$ cat config.mk
export PLATFORM = sky130hd
export DESIGN_NAME = operand_fetch
export DESIGN_NICKNAME = d
export VERILOG_FILES = /design/src/rtl/operand_fetch.sv
export SDC_FILE = /design/constraint.sdc
export NUM_CORES = 1
export LEC_CHECK = 0
export ABC_AREA = 1
export CORE_MARGIN = 5
export CORE_UTILIZATION = 44
export DETAILED_ROUTE_END_ITERATION = 12
export GPL_ROUTABILITY_DRIVEN = 0
export PLACE_DENSITY = 0.84
export SLEW_MARGIN = 10
export SYNTH_ARGS = -nofsm -noshare
export SYNTH_HDL_FRONTEND = slang
export SYNTH_SLANG_ARGS = --single-unit
$ cat constraint.sdc
create_clock -name clk -period 3.7 [get_ports clk]
set_input_delay 1.11 -clock clk [delete_from_list [all_inputs] [get_ports clk]]
set_output_delay 1.11 -clock clk [all_outputs]
set_load 0.02 [all_outputs]
$ cat src/rtl/operand_fetch.sv
// operand_fetch: reads rs1/rs2 through the single register file read port and hands both operands to execute; define OPERAND_FETCH_BYPASS_EN to snoop register file writes into captured operands
`ifndef XLEN
`define XLEN 32
`endif
module operand_fetch (
  input  logic             clk,
  input  logic             rstn,
  input  logic             req_valid,
  output logic             req_ready,
  input  logic [4:0]       req_rs1,
  input  logic [4:0]       req_rs2,
  input  logic             req_need_rs2,
  output logic [4:0]       rf_read_addr,
  input  logic [`XLEN-1:0] rf_read_data,
  input  logic             rf_write,
  input  logic [4:0]       rf_write_addr,
  input  logic [`XLEN-1:0] rf_write_data,
  output logic             op_valid,
  input  logic             op_ready,
  output logic [`XLEN-1:0] op_rs1_data,
  output logic [`XLEN-1:0] op_rs2_data
);
  typedef enum logic [1:0] {IDLE, RD1, RD2, DONE} state_e;
  state_e state_q, state_d;
  logic [4:0] rs1_q, rs1_d, rs2_q, rs2_d;
  logic need_q, need_d;
  logic [`XLEN-1:0] d1_q, d1_d, d2_q, d2_d, cap;
`ifdef OPERAND_FETCH_BYPASS_EN
  logic hit1, hit2;
  assign hit1 = rf_write && rf_write_addr == rs1_q && rs1_q != 5'd0;
  assign hit2 = rf_write && rf_write_addr == rs2_q && rs2_q != 5'd0 && need_q;
`else
  logic unused_snoop;
  assign unused_snoop = ^{rf_write, rf_write_addr, rf_write_data};
`endif
  assign op_valid    = state_q == DONE;
  assign op_rs1_data = d1_q;
  assign op_rs2_data = d2_q;
  // Read address per state and the value captured this edge; x0 always reads as zero
  always_comb begin
    rf_read_addr = state_q == RD1 ? rs1_q : state_q == RD2 ? rs2_q : 5'd0;
`ifdef OPERAND_FETCH_BYPASS_EN
    cap = rf_read_addr == 5'd0 ? '0 : (rf_write && rf_write_addr == rf_read_addr) ? rf_write_data : rf_read_data;
`else
    cap = rf_read_addr == 5'd0 ? '0 : rf_read_data;
`endif
  end
  // Next state, operand capture and handshakes; DONE may hand off and accept on the same edge
  always_comb begin
    state_d   = state_q;
    rs1_d     = rs1_q;
    rs2_d     = rs2_q;
    need_d    = need_q;
    d1_d      = d1_q;
    d2_d      = d2_q;
    req_ready = state_q == IDLE || (state_q == DONE && op_ready);
`ifdef OPERAND_FETCH_BYPASS_EN
    if ((state_q == RD2 || state_q == DONE) && hit1) d1_d = rf_write_data;
    if (state_q == DONE && hit2) d2_d = rf_write_data;
`endif
    if (state_q == RD1) begin
      d1_d    = cap;
      d2_d    = '0;
      state_d = need_q ? RD2 : DONE;
    end
    if (state_q == RD2) begin
      d2_d    = cap;
      state_d = DONE;
    end
    if (state_q == DONE && op_ready) state_d = IDLE;
    if (req_valid && req_ready) begin
      rs1_d   = req_rs1;
      rs2_d   = req_rs2;
      need_d  = req_need_rs2;
      state_d = RD1;
    end
  end
  // State and operand registers with asynchronous clear
  always_ff @(posedge clk or negedge rstn) begin
    if (!rstn) begin
      state_q <= IDLE;
      rs1_q   <= '0;
      rs2_q   <= '0;
      need_q  <= 1'b0;
      d1_q    <= '0;
      d2_q    <= '0;
    end else begin
      state_q <= state_d;
      rs1_q   <= rs1_d;
      rs2_q   <= rs2_d;
      need_q  <= need_d;
      d1_q    <= d1_d;
      d2_q    <= d2_d;
    end
  end
endmodule

After elaboration in Yosys (flattened, before gate mapping)
Cells that the tools add are included.

Add/sub/neg operators: 0. $mul: 0. Divide/modulo/power cells: 0. $lt $le $gt $ge: 0. Equality and inequality tests: 3. Shift operators: 0. Multiplexer cells: 10. Bitwise operators: 0. Reductions and logical operators: 7.

Operators with widths (count): $mux 32 (3); $mux 5 (2); $mux 2 (4); $logic_not 5->1 (1); $eq 2x2->1 const B (2); $reduce_bool 4->1 (1); $eq 2x1->1 const B (1); $logic_and 1x1->1 (2); $logic_not 2->1 (1); $reduce_bool 2->1 (1); $logic_or 1x1->1 (1); $mux 1 (1).

Register bits: 77. Bits in latches: 0. Bits in writable memories: 0. Memory bits (read-only): 0. Bits of input ports: 85. Output and inout port bits: 71. Word-level logic and storage cells: 26. Memories: 0.

Depth between registers and ports, before layout
Gate-level depths: netlist of the first run.

Depth after elaboration: 6. Gate-level depth with buffers: 12. Mapped depth without buffers: 10.

Worst setup path after synthesis of the first run
OpenSTA, ideal clock, no wires.

Path type: in2out. Start point: input op_ready. End point: output req_ready. Arrival: 1.380 ns. Data required time: 2.590 ns. Setup slack: 1.210 ns. Cell stages on the path: 2. Path buffers: 0. Path through: nand2_1 nand2_1.

Word-level cells in the longest chain between the ends: 2.

Ends and longest elaborated chain: from (decl) (line 19) `input logic op_ready,`; $logic_and 1x1->1 (line 56) `req_ready = state_q == IDLE || (state_q == DONE && op_ready);`; $logic_or 1x1->1 (line 56); to (decl) (line 9) `output logic req_ready,`.

No other way between the ends.

Worst setup path after layout of the first run
Ends and elaborated chain as after synthesis.

==> flow_summary.json, run 1 <==
{
  "grt_setup_unrepaired": "no",
  "crit_path_end_kind": "primary output",
  "postCtsSetupBuffers": 0,
  "drtAntennaViolNets": 0,
  "grt_pass1_vias": 2779,
  "syn-num-nets": 448,
  "drv_cap": 0,
  "met3_usage": 0.0565,
  "setup-violations-final": 0,
  "die_w_um": 96.6,
  "rows": 31,
  "cp.arrival_ns": 2.37,
  "max_stage_delay_ns": 0.61,
  "fin_tns_setup_ns": 0,
  "final_max_slew_viol_count": 0,
  "layout.nets": 557,
  "grt_max_degree": 78,
  "startpoint_type": "primary input",
  "reg2reg_slack_ns": 1.56,
  "fin_crit_sh": 0.941,
  "critPathBufInv": 2,
  "ir_worst_vdd_uv": 480,
  "fin_ws_ns": 0.220,
  "routedWlPerCell_um": 15.1,
  "worst_pin_slew_ns": 0.950,
  "p_per_area_nw_per_um2": 927,
  "synth_area_per_cell_um2": 9.22,
  "antenna_found_initial": 0,
  "ys_types": 22,
  "core_um2": 7290,
  "postSynthCellCount": 358,
  "crit_chain": "clkdlybuf4s50_1 > nand2_1 > nand2_1 > clkdlybuf4s50_1",
  "finalCriticalPeriod_ns": 3.48,
  "yosysTopAreaCellShare": 0.584,
  "slowest_stage": "clkdlybuf4s50_1",
  "met2_usage": 0.326,
  "relSlewSlack": 0.366,
  "routed_wl_um": 8620,
  "clk_latency_ns": 0.34,
  "crit_fanout": 4,
  "ys_ff_latch": 77,
  "grt_first_pass_wirelength_um": 13700,
  "grt.total_usage": 0.192,
  "yosysWarnings": 0,
  "clkSinkCount": 77,
  "synth_area_leader_cell": "dfrtp_1",
  "crit_start": "op_ready",
  "pin_count": 156,
  "crit_type": "in -> out",
  "cts_hold_buf": 0,
  "synthTopCellsByArea": "dfrtp_1 58%, nand2_1 16%, nand3_1 10%",
  "status": "finished clean",
  "dr.pass1.iters": 5,
  "path_delay_family": "buffers and inverters",
  "r2r_cells": 10,
  "drt-initial-drc-count": 142,
  "final_cell_mix": "145 x nand2_1, 116 x clkdlybuf4s50_1, 77 x dfrtp_1, 66 x nand3_1, 9 x clkbuf_8",
  "route.detailed.drc": 0,
  "floorplan.initialDensity": 0.452,
  "antenna_cells": 0,
  "die_y_um": 96.6,
  "h-tree-depth": 3,
  "top_usage_layer": "met2",
  "dieArea_um2": 9330,
  "cp.depth": 4,
  "power_uw": 4350,
  "cts-buffers-inserted": 9,
  "port_buffers": 117,
  "critPathCapture": "req_ready",
  "vias": 2773,
  "r2r-start": "state_q[1]",
  "dp_slack_ns": 0.213,
  "r2r-end": "op_rs1_data[8]",
  "cts_resized": 0,
  "fin_util": 0.643,
  "clkSlewWorstSetupHoldPaths_ns": 0.08,
  "dp_hpwl_um": 5820,
  "synth_area_um2": 3300,
  "cts_root_buffer": "clkbuf_8",
  "gr-total-overflow": 0,
  "timing.final.hold_violations": 0,
  "drive_gt1_frac": 0.0826,
  "fmax_mhz": 287,
  "layout_commonest_cell": "nand2_1",
  "vias_per_cell": 4.86,
  "clock_skew_ns": 0.00597,
  "cts_tree": "yes",
  "leakagePower_uw": 0.00232,
  "ys_seq_area_frac": 0.584,
  "use_met1": 0.231,
  "crit_required_ns": 2.59,
  "clock_path_buffers": 2,
  "syn_to_final_growth_pct": 42.0,
  "hold_path.class": "reg -> reg"
}
-- tightest hold or removal path, stage by stage, from the launching register on --
cell     delay, ns
dfrtp_1       0.35
nand2_1       0.05
nand2_1       0.05
-- per-stage QoR --
stage	hold slack (ns)	std cells	instance area (um2)
3_3_place_gp	0.461	555	4470
6_report	0.481	571	4690
2_1_floorplan	0.464	358	3300
5_1_grt	0.505	571	4690
4_1_cts	0.486	571	4690
3_5_place_dp	0.464	555	4470
-- state kept, by name, indices dropped and copies added (netlist names) --
register / flops
op_rs1_data: 32
op_rs2_data: 32
rs1_q: 5
rs2_q: 5
state_q: 2
need_q: 1
-- power by group --
part	internal, uW	switching (uW)	leakage (uW)
Combinational	872	1460	0.00124
Clock	379	317	0.0000985
Sequential	1150	165	0.000988
Total	2400	1940	0.00232
-- layer usage --
layer,up-vias,part of all wire
met3,14,0.079
met2,91,0.51
met5,-,0
met4,0,0.017
li1,1354,-
met1,1314,0.40
-- cells in the mapped netlist --
cell and count:
a21oi_1 5, buf_1 3, buf_2 1, buf_4 1, buf_6 7, clkbuf_1 9, clkinv_2 2, dfrtp_1 77
ha_1 5, inv_1 5, inv_2 8, mux2_1 7, nand2_1 145, nand2_2 6, nand2_4 1, nand2_8 1
nand3_1 66, nand3_2 1, nor2_1 5, nor2_4 1, nor2_8 1, o211ai_1 1
-- cell type report --
type	instances	area, um2
fill	615	2610
sequential	77	1930
timing repair buffer	119	1180
multi-input combinational	245	1180
clock buffer	10	128
tap	99	124
clock inverter	6	87.6
inverter	15	58.8
-- cell families (layout without fill, tap and decap cells) --
logic type / Yosys count / count (layout) / share of synthesized area
and+or+nand+nor: 227 / 227 / 0.304
DFF: 77 / 77 / 0.584
buffers and inverters: 36 / 150 / 0.0592
muxes: 7 / 7 / 0.0239
AOI/OAI and AO/OA: 6 / 6 / 0.00986
adders and majority gates: 5 / 5 / 0.0190
-- worst min-delay path by stage --
stage,from,to,slack [ns],cells past startpoint
detailed placement,op_rs2_data[16],op_rs2_data[16],0.46,2
global route,rs1_q[1],rs1_q[1],0.51,1
floorplan,rs2_q[3],rs2_q[3],0.46,1
CTS,op_rs2_data[16],op_rs2_data[16],0.49,2
finish,op_rs1_data[19],op_rs1_data[19],0.48,2
global placement,op_rs1_data[25],op_rs1_data[25],0.46,2
No activity file was read; power rests on OpenSTA's default activity.
==> run 2: changes to the inputs <==
--- a/config.mk
+++ b/config.mk
@@ -6,11 +6,13 @@
 export NUM_CORES = 1
 export LEC_CHECK = 0
 export ABC_AREA = 1
+export ABC_CLOCK_PERIOD_IN_PS = 3700
 export CORE_MARGIN = 5
-export CORE_UTILIZATION = 44
+export CORE_UTILIZATION = 46
+export CTS_BUF_LIST = sky130_fd_sc_hd__clkbuf_8
 export DETAILED_ROUTE_END_ITERATION = 12
 export GPL_ROUTABILITY_DRIVEN = 0
-export PLACE_DENSITY = 0.84
+export PLACE_DENSITY = 0.88
 export SLEW_MARGIN = 10
 export SYNTH_ARGS = -nofsm -noshare
 export SYNTH_HDL_FRONTEND = slang
==> flow_summary.json, run 2 (synthesized netlist as in run 1, its figures left out) <==
{
  "core_um2": 6870,
  "startpoint_type": "flop",
  "holdPathEnd": "op_rs2_data[20]",
  "port_buffers": 117,
  "dp_cells": 553,
  "setup-violations-final": 0,
  "worst_pin_slew_ns": 0.959,
  "timing.final.hold_violations": 0,
  "finalCriticalPeriod_ns": 3.51,
  "die_w_um": 94.7,
  "relSlewSlack": 0.361,
  "r2r_cells": 10,
  "cts_hold_buf": 0,
  "grt_pass1_vias": 2985,
  "ir_worst_vdd_uv": 521,
  "clkSlewWorstSetupHoldPaths_ns": 0.08,
  "drive_gt1_frac": 0.0847,
  "drt-initial-drc-count": 110,
  "r2r-start": "state_q[1]",
  "hold_path.class": "reg -> reg",
  "fmax_mhz": 285,
  "die_y_um": 94.7,
  "worstHoldStart": "op_rs2_data[20]",
  "grt_max_degree": 78,
  "cts-buffers-inserted": 9,
  "fin_tns_setup_ns": 0,
  "hold_path_depth": 2,
  "final_cell_mix": "145 x nand2_1, 116 x clkdlybuf4s50_1, 77 x dfrtp_1, 66 x nand3_1, 9 x clkbuf_8",
  "clock_skew_ns": 0.0119,
  "antenna_cells": 0,
  "routedWlPerCell_um": 15.1,
  "antenna_found_initial": 0,
  "gr-total-overflow": 0,
  "grt_setup_unrepaired": "no",
  "cts_resized": 0,
  "fillers": 576,
  "leakagePower_uw": 0.00232,
  "rows": 30,
  "clkSinkCount": 77,
  "syn_to_final_growth_pct": 40.4,
  "cts_tree": "yes",
  "routed_wl_um": 8580,
  "reg2reg_slack_ns": 1.56,
  "route.detailed.drc": 0,
  "layout.nets": 558,
  "floorplan.initialDensity": 0.480,
  "dp_hpwl_um": 5900,
  "h-tree-depth": 3,
  "p_per_area_nw_per_um2": 903,
  "final_max_slew_viol_count": 0,
  "drv_cap": 0,
  "clock_path_buffers": 2,
  "vias": 2805,
  "clk_latency_ns": 0.34,
  "dieArea_um2": 8970,
  "fin_crit_sh": 0.949,
  "layout_commonest_cell": "nand2_1",
  "grt_first_pass_wirelength_um": 14200,
  "cp.arrival_ns": 2.40,
  "crit_required_ns": 2.59,
  "r2r-end": "op_rs2_data[7]",
  "crit_type": "reg -> out",
  "crit_fanout": 23,
  "drtAntennaViolNets": 0,
  "power_uw": 4190,
  "dr.pass1.iters": 4,
  "status": "finished clean",
  "postCtsSetupBuffers": 0,
  "vias_per_cell": 4.94,
  "pin_count": 156,
  "grt.total_usage": 0.202,
  "crit_path_end_kind": "primary output",
  "post_layout_nonfiller_instances": 568,
  "cts_root_buffer": "clkbuf_8"
}
==> run 2: cell types whose count changed in the layout (fill, tap and decap cells not counted), sizes merged <==
| cell | before | now |
|---|---|---|
| clkinv | 3 | 7 |
| clkinvlp | 3 | 0 |
| bufinv | 2 | 0 |
| buf | 3 | 4 |
| clkbuf | 10 | 9 |
| inv | 13 | 14 |
==> run 2: worst max path at each step <==
stage,depth (start not counted),start,slack [ns],end
after floorplan,2,op_ready,1.21,req_ready
after global placement,4,op_ready,0.22,req_ready
after detailed placement,4,op_ready,0.21,req_ready
after CTS,6,state_q[1],0.17,rf_read_addr[2]
after global routing,6,state_q[1],0.06,rf_read_addr[2]
final,6,state_q[1],0.19,rf_read_addr[2]
==> run 2: through the flow <==
stage / hold slack [ns] / utilization / area (um2) / worst slack, ns
after global placement: 0.461 / 0.652 / 4480 / 0.218
after detailed placement: 0.464 / 0.652 / 4480 / 0.211
after global routing: 0.510 / 0.674 / 4630 / 0.0615
after floorplan: 0.464 / - / 3300 / 1.21
final: 0.479 / 0.674 / 4630 / 0.189
after CTS: 0.485 / 0.674 / 4630 / 0.170
==> run 2: routing by layer <==
metal | vias up | share of wire | track usage
li1 | 1354 | - | -
met1 | 1335 | 0.40 | 0.249
met2 | 98 | 0.49 | 0.332
met3 | 18 | 0.081 | 0.0622
met4 | 0 | 0.021 | 0.0781
met5 | - | 0 | 0
==> run 2: layout make-up <==
class	instances	area (um2)	area share
inverter	15	58.8	0.0127
sequential	77	1930	0.416
timing repair buffer	120	1190	0.257
tap	96	120	0.0259
multi-input combinational	245	1180	0.255
clock inverter	6	32.5	0.00702
clock buffer	9	124	0.0267
==> run 2: report_power, final <==
part,internal (uW),leakage [uW],total (uW),switching (uW)
clock,234,0.0000898,521,288
sequential,1150,0.000988,1310,164
combinational,884,0.00124,2350,1470
==> run 2: critical path, stage by stage (launching register included) <==
cell,delay [ns]
dfrtp_1,0.41
inv_1,0.10
ha_2,0.26
inv_2,0.34
nand3_1,0.13
nand2_1,0.16
clkdlybuf4s50_1,0.63
==> run 3: changes to the inputs <==
--- a/config.mk
+++ b/config.mk
@@ -7,12 +7,14 @@
 export LEC_CHECK = 0
 export ABC_AREA = 1
 export ABC_CLOCK_PERIOD_IN_PS = 3700
+export CELL_PAD_IN_SITES_DETAIL_PLACEMENT = 0
+export CELL_PAD_IN_SITES_GLOBAL_PLACEMENT = 2
 export CORE_MARGIN = 5
-export CORE_UTILIZATION = 46
+export CORE_UTILIZATION = 25
 export CTS_BUF_LIST = sky130_fd_sc_hd__clkbuf_8
 export DETAILED_ROUTE_END_ITERATION = 12
 export GPL_ROUTABILITY_DRIVEN = 0
-export PLACE_DENSITY = 0.88
+export PLACE_DENSITY = 0.85
 export SLEW_MARGIN = 10
 export SYNTH_ARGS = -nofsm -noshare
 export SYNTH_HDL_FRONTEND = slang
==> flow_summary.json, run 3 (synthesized netlist as in run 1, its figures left out) <==
{
  "worst_pin_slew_ns": 0.997,
  "crit_type": "in -> out",
  "postCtsSetupBuffers": 0,
  "top_usage_layer": "met2",
  "p_per_area_nw_per_um2": 919,
  "drt-initial-drc-count": 217,
  "drv_cap": 0,
  "clockPowerShare": 0.164,
  "cts-buffers-inserted": 9,
  "routedWlPerCell_um": 14.4,
  "relSlewSlack": 0.335,
  "grt.total_usage": 0.121,
  "clkSlewWorstSetupHoldPaths_ns": 0.08,
  "antenna_cells": 0,
  "cts_hold_buf": 0,
  "timing.final.hold_violations": 0,
  "leakagePower_uw": 0.00235,
  "dp_hpwl_um": 6140,
  "layout_commonest_cell": "nand2_1",
  "slowest_stage": "clkdlybuf4s50_1",
  "startpoint_type": "primary input",
  "fin_util": 0.367,
  "final_cell_mix": "145 x nand2_1, 116 x clkdlybuf4s50_1, 77 x dfrtp_1, 66 x nand3_1, 11 x clkbuf_8",
  "max_stage_delay_ns": 0.61,
  "crit_required_ns": 2.59,
  "intPower_uw": 2440,
  "fin_crit_sh": 0.940,
  "crit_chain": "clkdlybuf4s50_1 > nand2_1 > nand2_1 > clkdlybuf4s50_1",
  "grt_first_pass_wirelength_um": 15200,
  "cp.arrival_ns": 2.37,
  "route.detailed.drc": 0,
  "fin_ws_ns": 0.223,
  "clk_latency_ns": 0.36,
  "die_w_um": 125,
  "path_delay_family": "buffers and inverters",
  "cts_root_buffer": "clkbuf_8",
  "setup-violations-final": 0,
  "rows": 42,
  "pin_count": 156,
  "met3_usage": 0.0386,
  "critPathBufInv": 2,
  "routed_wl_um": 9340,
  "met2_usage": 0.192,
  "hold_path.class": "reg -> reg",
  "cts_tree": "yes",
  "floorplan.initialDensity": 0.252,
  "grt_max_degree": 78,
  "clkSinkCount": 77,
  "clock_path_buffers": 2,
  "drtAntennaViolNets": 0,
  "dieArea_um2": 15600,
  "gr-total-overflow": 0,
  "p_sw_frac": 0.446,
  "status": "finished clean",
  "use_met1": 0.153,
  "fin_tns_setup_ns": 0,
  "fmax_mhz": 288,
  "power.switching_uw": 1970,
  "cts_resized": 0,
  "core_um2": 13100,
  "seq_power_share": 0.298,
  "vias": 2787,
  "die_y_um": 125,
  "final_max_slew_viol_count": 0,
  "final_area_um2": 4800,
  "syn_to_final_growth_pct": 45.5,
  "vias_per_cell": 4.29,
  "finalCriticalPeriod_ns": 3.48,
  "crit_path_end_kind": "primary output",
  "combPwrFrac": 0.538,
  "fillers": 1350,
  "port_buffers": 117,
  "reg2reg_slack_ns": 1.66,
  "antenna_found_initial": 0,
  "grt_pass1_vias": 2866,
  "clock_skew_ns": 0.00909,
  "grt_setup_unrepaired": "no",
  "crit_fanout": 4,
  "layout.nets": 558,
  "dr.pass1.iters": 4,
  "h-tree-depth": 3,
  "placed_area_um2": 4580,
  "drive_gt1_frac": 0.0867,
  "ir_worst_vdd_uv": 419,
  "dp_slack_ns": 0.220
}
run 3: area by class of cell:
type | count | area, um2 | share of cell area
Clock inverter | 5 | 73.8 | 0.0154
Sequential cell | 77 | 1930 | 0.401
Tap cell | 176 | 220 | 0.0459
Inverter | 15 | 58.8 | 0.0122
Multi-Input combinational cell | 245 | 1180 | 0.246
Clock buffer | 11 | 151 | 0.0315
Timing Repair Buffer | 120 | 1190 | 0.248
run 3: routing by layer:
metal / up-vias / part of all wire
li1: 1353 / -
met1: 1337 / 0.46
met2: 84 / 0.46
met3: 13 / 0.062
met4: 0 / 0.021
met5: - / 0
run 3: tightest hold or removal path, stage by stage (launching register included):
cell and delay (ns):
dfrtp_1 0.35, nand2_1 0.05, nand2_1 0.05
run 3: path summary, 6_finish.rpt:
kind / startpoint / end / cells after the start
setup / recovery: op_ready / req_ready / 4
hold / removal: op_rs2_data[31] / op_rs2_data[31] / 2
setup reg to reg: state_q[1] / op_rs2_data[15] / 10
hold reg to reg: op_rs2_data[31] / op_rs2_data[31] / 2
max in group asynchronous: rstn / rs2_q[2] / 1
min in group asynchronous: rstn / op_rs2_data[31] / 1
run 3: power by group through the flow:
| stage | logic [uW] | clock network, uW | registers, uW |
|---|---|---|---|
| detailed placement | 2420 | 0 | 1330 |
| floorplan | 1350 | 0 | 1570 |
| global route | 2600 | 781 | 1350 |
| CTS | 2420 | 753 | 1320 |
| global placement | 2390 | 0 | 1330 |
| finish | 2370 | 723 | 1320 |
run 3: metrics by stage:
step / instances / power, uW / hold slack [ns]
after floorplan: 358 / 2930 / 0.464
after global placement: 633 / 3720 / 0.462
after detailed placement: 633 / 3750 / 0.465
after CTS: 649 / 4500 / 0.487
after global routing: 649 / 4730 / 0.510
final: 649 / 4410 / 0.482
==> RTL edit, RTL diff (settings of run 3) <==
Build with the macro `OPERAND_FETCH_BYPASS_EN` defined.
--- a/src/rtl/operand_fetch.sv
+++ b/src/rtl/operand_fetch.sv
@@ -1,4 +1,6 @@
 // operand_fetch: reads rs1/rs2 through the single register file read port and hands both operands to execute; define OPERAND_FETCH_BYPASS_EN to snoop register file writes into captured operands
+`define OPERAND_FETCH_BYPASS_EN
+
 `ifndef XLEN
 `define XLEN 32
 `endif
Formal check against the unedited RTL: not equivalent (Yosys sat finds a counterexample within 4 cycles, from zero or initial values and one cycle with rstn low).
==> RTL edit against run 3 <==
Sequential cell count did not move; routed wire length rose by 89%; maximum frequency fell by 3.6%; cell area rose by 45%; highest routed layer unchanged; count of clock-buffer cells in the layout did not move; sequential share of layout area fell by 12 points; power rose by 59%; utilization fell by 0.87 points; register-to-register slack got worse by 0.80 ns; clock skew rose by 0.0044 ns; cell count rose by 78%; critical endpoint unchanged; synthesized area rose by 49%; worst setup slack got worse by 0.13 ns; hold slack got worse by 0.0022 ns.
==> RTL edit: results (changes against run 3) <==
* First-pass GRT wire length at 27900 µm (was 15200 µm)
* Maximum VDD drop at 0.000504 V (was 0.000419 V)
* Antenna violations before repair at 0 (unchanged)
* Post-synthesis xor/xnor area fraction at 0.533% (was 0%)
* Iteration-0 DRC Markers at 198 (was 217)
* Final hold viol count at 0 (unchanged)
* Critical path's largest stage delay at 0.55 ns (was 0.61 ns)
* Share of cells above drive strength 1 at 6.72% (was 8.67%)
* Clock buffer count from CTS at 9 (unchanged)
* Crit-path slowest cell: clkdlybuf4s50_1 (unchanged)
* Syn_nets at 842 (was 448)
* Async set or reset register ratio after synthesis at 100% (unchanged)
* Yosys synthesis warning count at 0 (unchanged)
* DRT Pass-1 Iters at 4 (unchanged)
* Root Driver: clkbuf_8 (unchanged)
* Vias in the first global route at 5172 (was 2866)
* Post-synthesis sequential area ratio at 39.1% (was 58.4%)
* Clock Latency Late Sink at 0.37 ns
* Largest net degree at the start of global routing at 65 (was 78)
* Dpl hpwl at 11800 µm (was 6140 µm)
* Final Skew at 0.0135 ns (was 0.00909 ns)
* PostCTS Resize Cnt at 0 (unchanged)
* Worst Tran Pin Value at 0.753 ns (was 0.997 ns)
* Final net count at 978 (was 558)
* Synth top area cells: dfrtp_1 (39%), nand2_1 (19%), nor2_1 (13%) (was dfrtp_1 (58%), nand2_1 (16%), nand3_1 (10%))
* Wirelength per Cell at 15.3 µm (was 14.4 µm)
* Vias at 5108 (was 2787)
* Post-synthesis cell type count at 32 (was 22)
* Status: finished clean (unchanged)
* IO buf count at 155 (was 117)
* Crit path max fanout at 3 (was 4)
* Pleak at 3.36 nW (was 2.35 nW)
* Multiplexer share of the synthesized area at 0.685% (was 2.39%)
* Synthesized-area fraction occupied by adder cells at 1.02% (was 1.90%)
* Compound-Gate Fraction of Synth Area at 5.94% (was 0.986%)
* Cell family with most CP delay: buffers and inverters (unchanged)
* Sw frac at 50.3% (was 44.6%)
* Post-synth top cells: nand2_1 (247), nor2_1 (173), dfrtp_1 (77) (was nand2_1 (145), dfrtp_1 (77), nand3_1 (66))
* H-tree depth at 3 (unchanged)
* Total GRT Usage at 15.9% (was 12.1%)
* Max clock buf depth at 2 (unchanged)
* Post-CTS Hold Buffers at 0 (unchanged)
* N_diodes at 0 (unchanged)
-- RTL edit: cell count changes in the layout (fill, tap and decap cells not counted), sizes merged, moves of 22 or more --
cell and delta:
nor2 +170, nand2 +101, a21oi +39, inv +39
clkdlybuf4s50 +38, nand4 +34, nand3 -22
-- RTL edit: worst register-to-register path: stages (launching register included) --
cell and delay, ns:
dfrtp_1 0.41, inv_1 0.13, ha_2 0.48, nand2_1 0.13
nand2_2 0.09, nand2_2 0.07, nand2_1 0.07, nand2_2 0.09
nor2_8 0.30, nand3_4 0.45, nand2_1 0.18, nand2_1 0.10
nand2_1 0.07, nand2_1 0.05, nand2_1 0.07, nand2_1 0.04
-- RTL edit: metrics by stage --
step | worst slack (ns) | hold WS, ns | area (µm²) | utilization, % | instances
2_1_floorplan | 1.03 | 0.492 | 4930 | - | 753
3_3_place_gp | 0.102 | 0.465 | 6730 | 34.6 | 1143
3_5_place_dp | 0.0960 | 0.464 | 6730 | 34.6 | 1143
4_1_cts | 0.0887 | 0.488 | 6970 | 35.8 | 1158
5_1_grt | 0.0574 | 0.510 | 6970 | 35.8 | 1158
6_report | 0.0942 | 0.479 | 6970 | 35.8 | 1158
-- RTL edit: layout make-up --
cell class | count | area [µm²]
inverters | 53 | 201
flip-flops and latches | 77 | 1930
well taps | 265 | 332
clock inverters | 4 | 95.1
multi-input cells | 575 | 2570
fillers | 2118 | 12500
clock buffers | 11 | 151
repair buffers | 173 | 1700
-- RTL edit: routing by layer --
| layer | wire, µm | share of wire (%) | GRT usage [%] |
|---|---|---|---|
| met1 | 8040 | 46 | 20.7 |
| met2 | 8490 | 48 | 26.9 |
| met3 | 991 | 5.6 | 3.55 |
| met4 | 143 | 0.81 | 3.52 |
| met5 | 0 | 0 | 0 |
-- RTL edit: path summary, 6_finish.rpt --
check	slack, ns	depth (start not counted)	startpoint	endpoint
worst max register to register	0.86	15	state_q[0]	op_rs2_data[19]
worst max-delay path	0.09	5	op_ready	req_ready
min in group asynchronous	0.80	1	rstn	op_rs1_data[9]
worst min register to register	0.48	2	op_rs2_data[20]	op_rs2_data[20]
worst min-delay path	0.48	2	op_rs2_data[20]	op_rs2_data[20]
max in group asynchronous	2.20	2	rstn	need_q
-- RTL edit: power groups by stage --
stage          registers, W  clock network, W  logic, W
2_1_floorplan       0.00196                 0   0.00253
3_5_place_dp        0.00158                 0   0.00471
6_report            0.00156          0.000827   0.00463
5_1_grt             0.00162          0.000895   0.00517
4_1_cts             0.00157          0.000866   0.00474
3_3_place_gp        0.00158                 0   0.00470
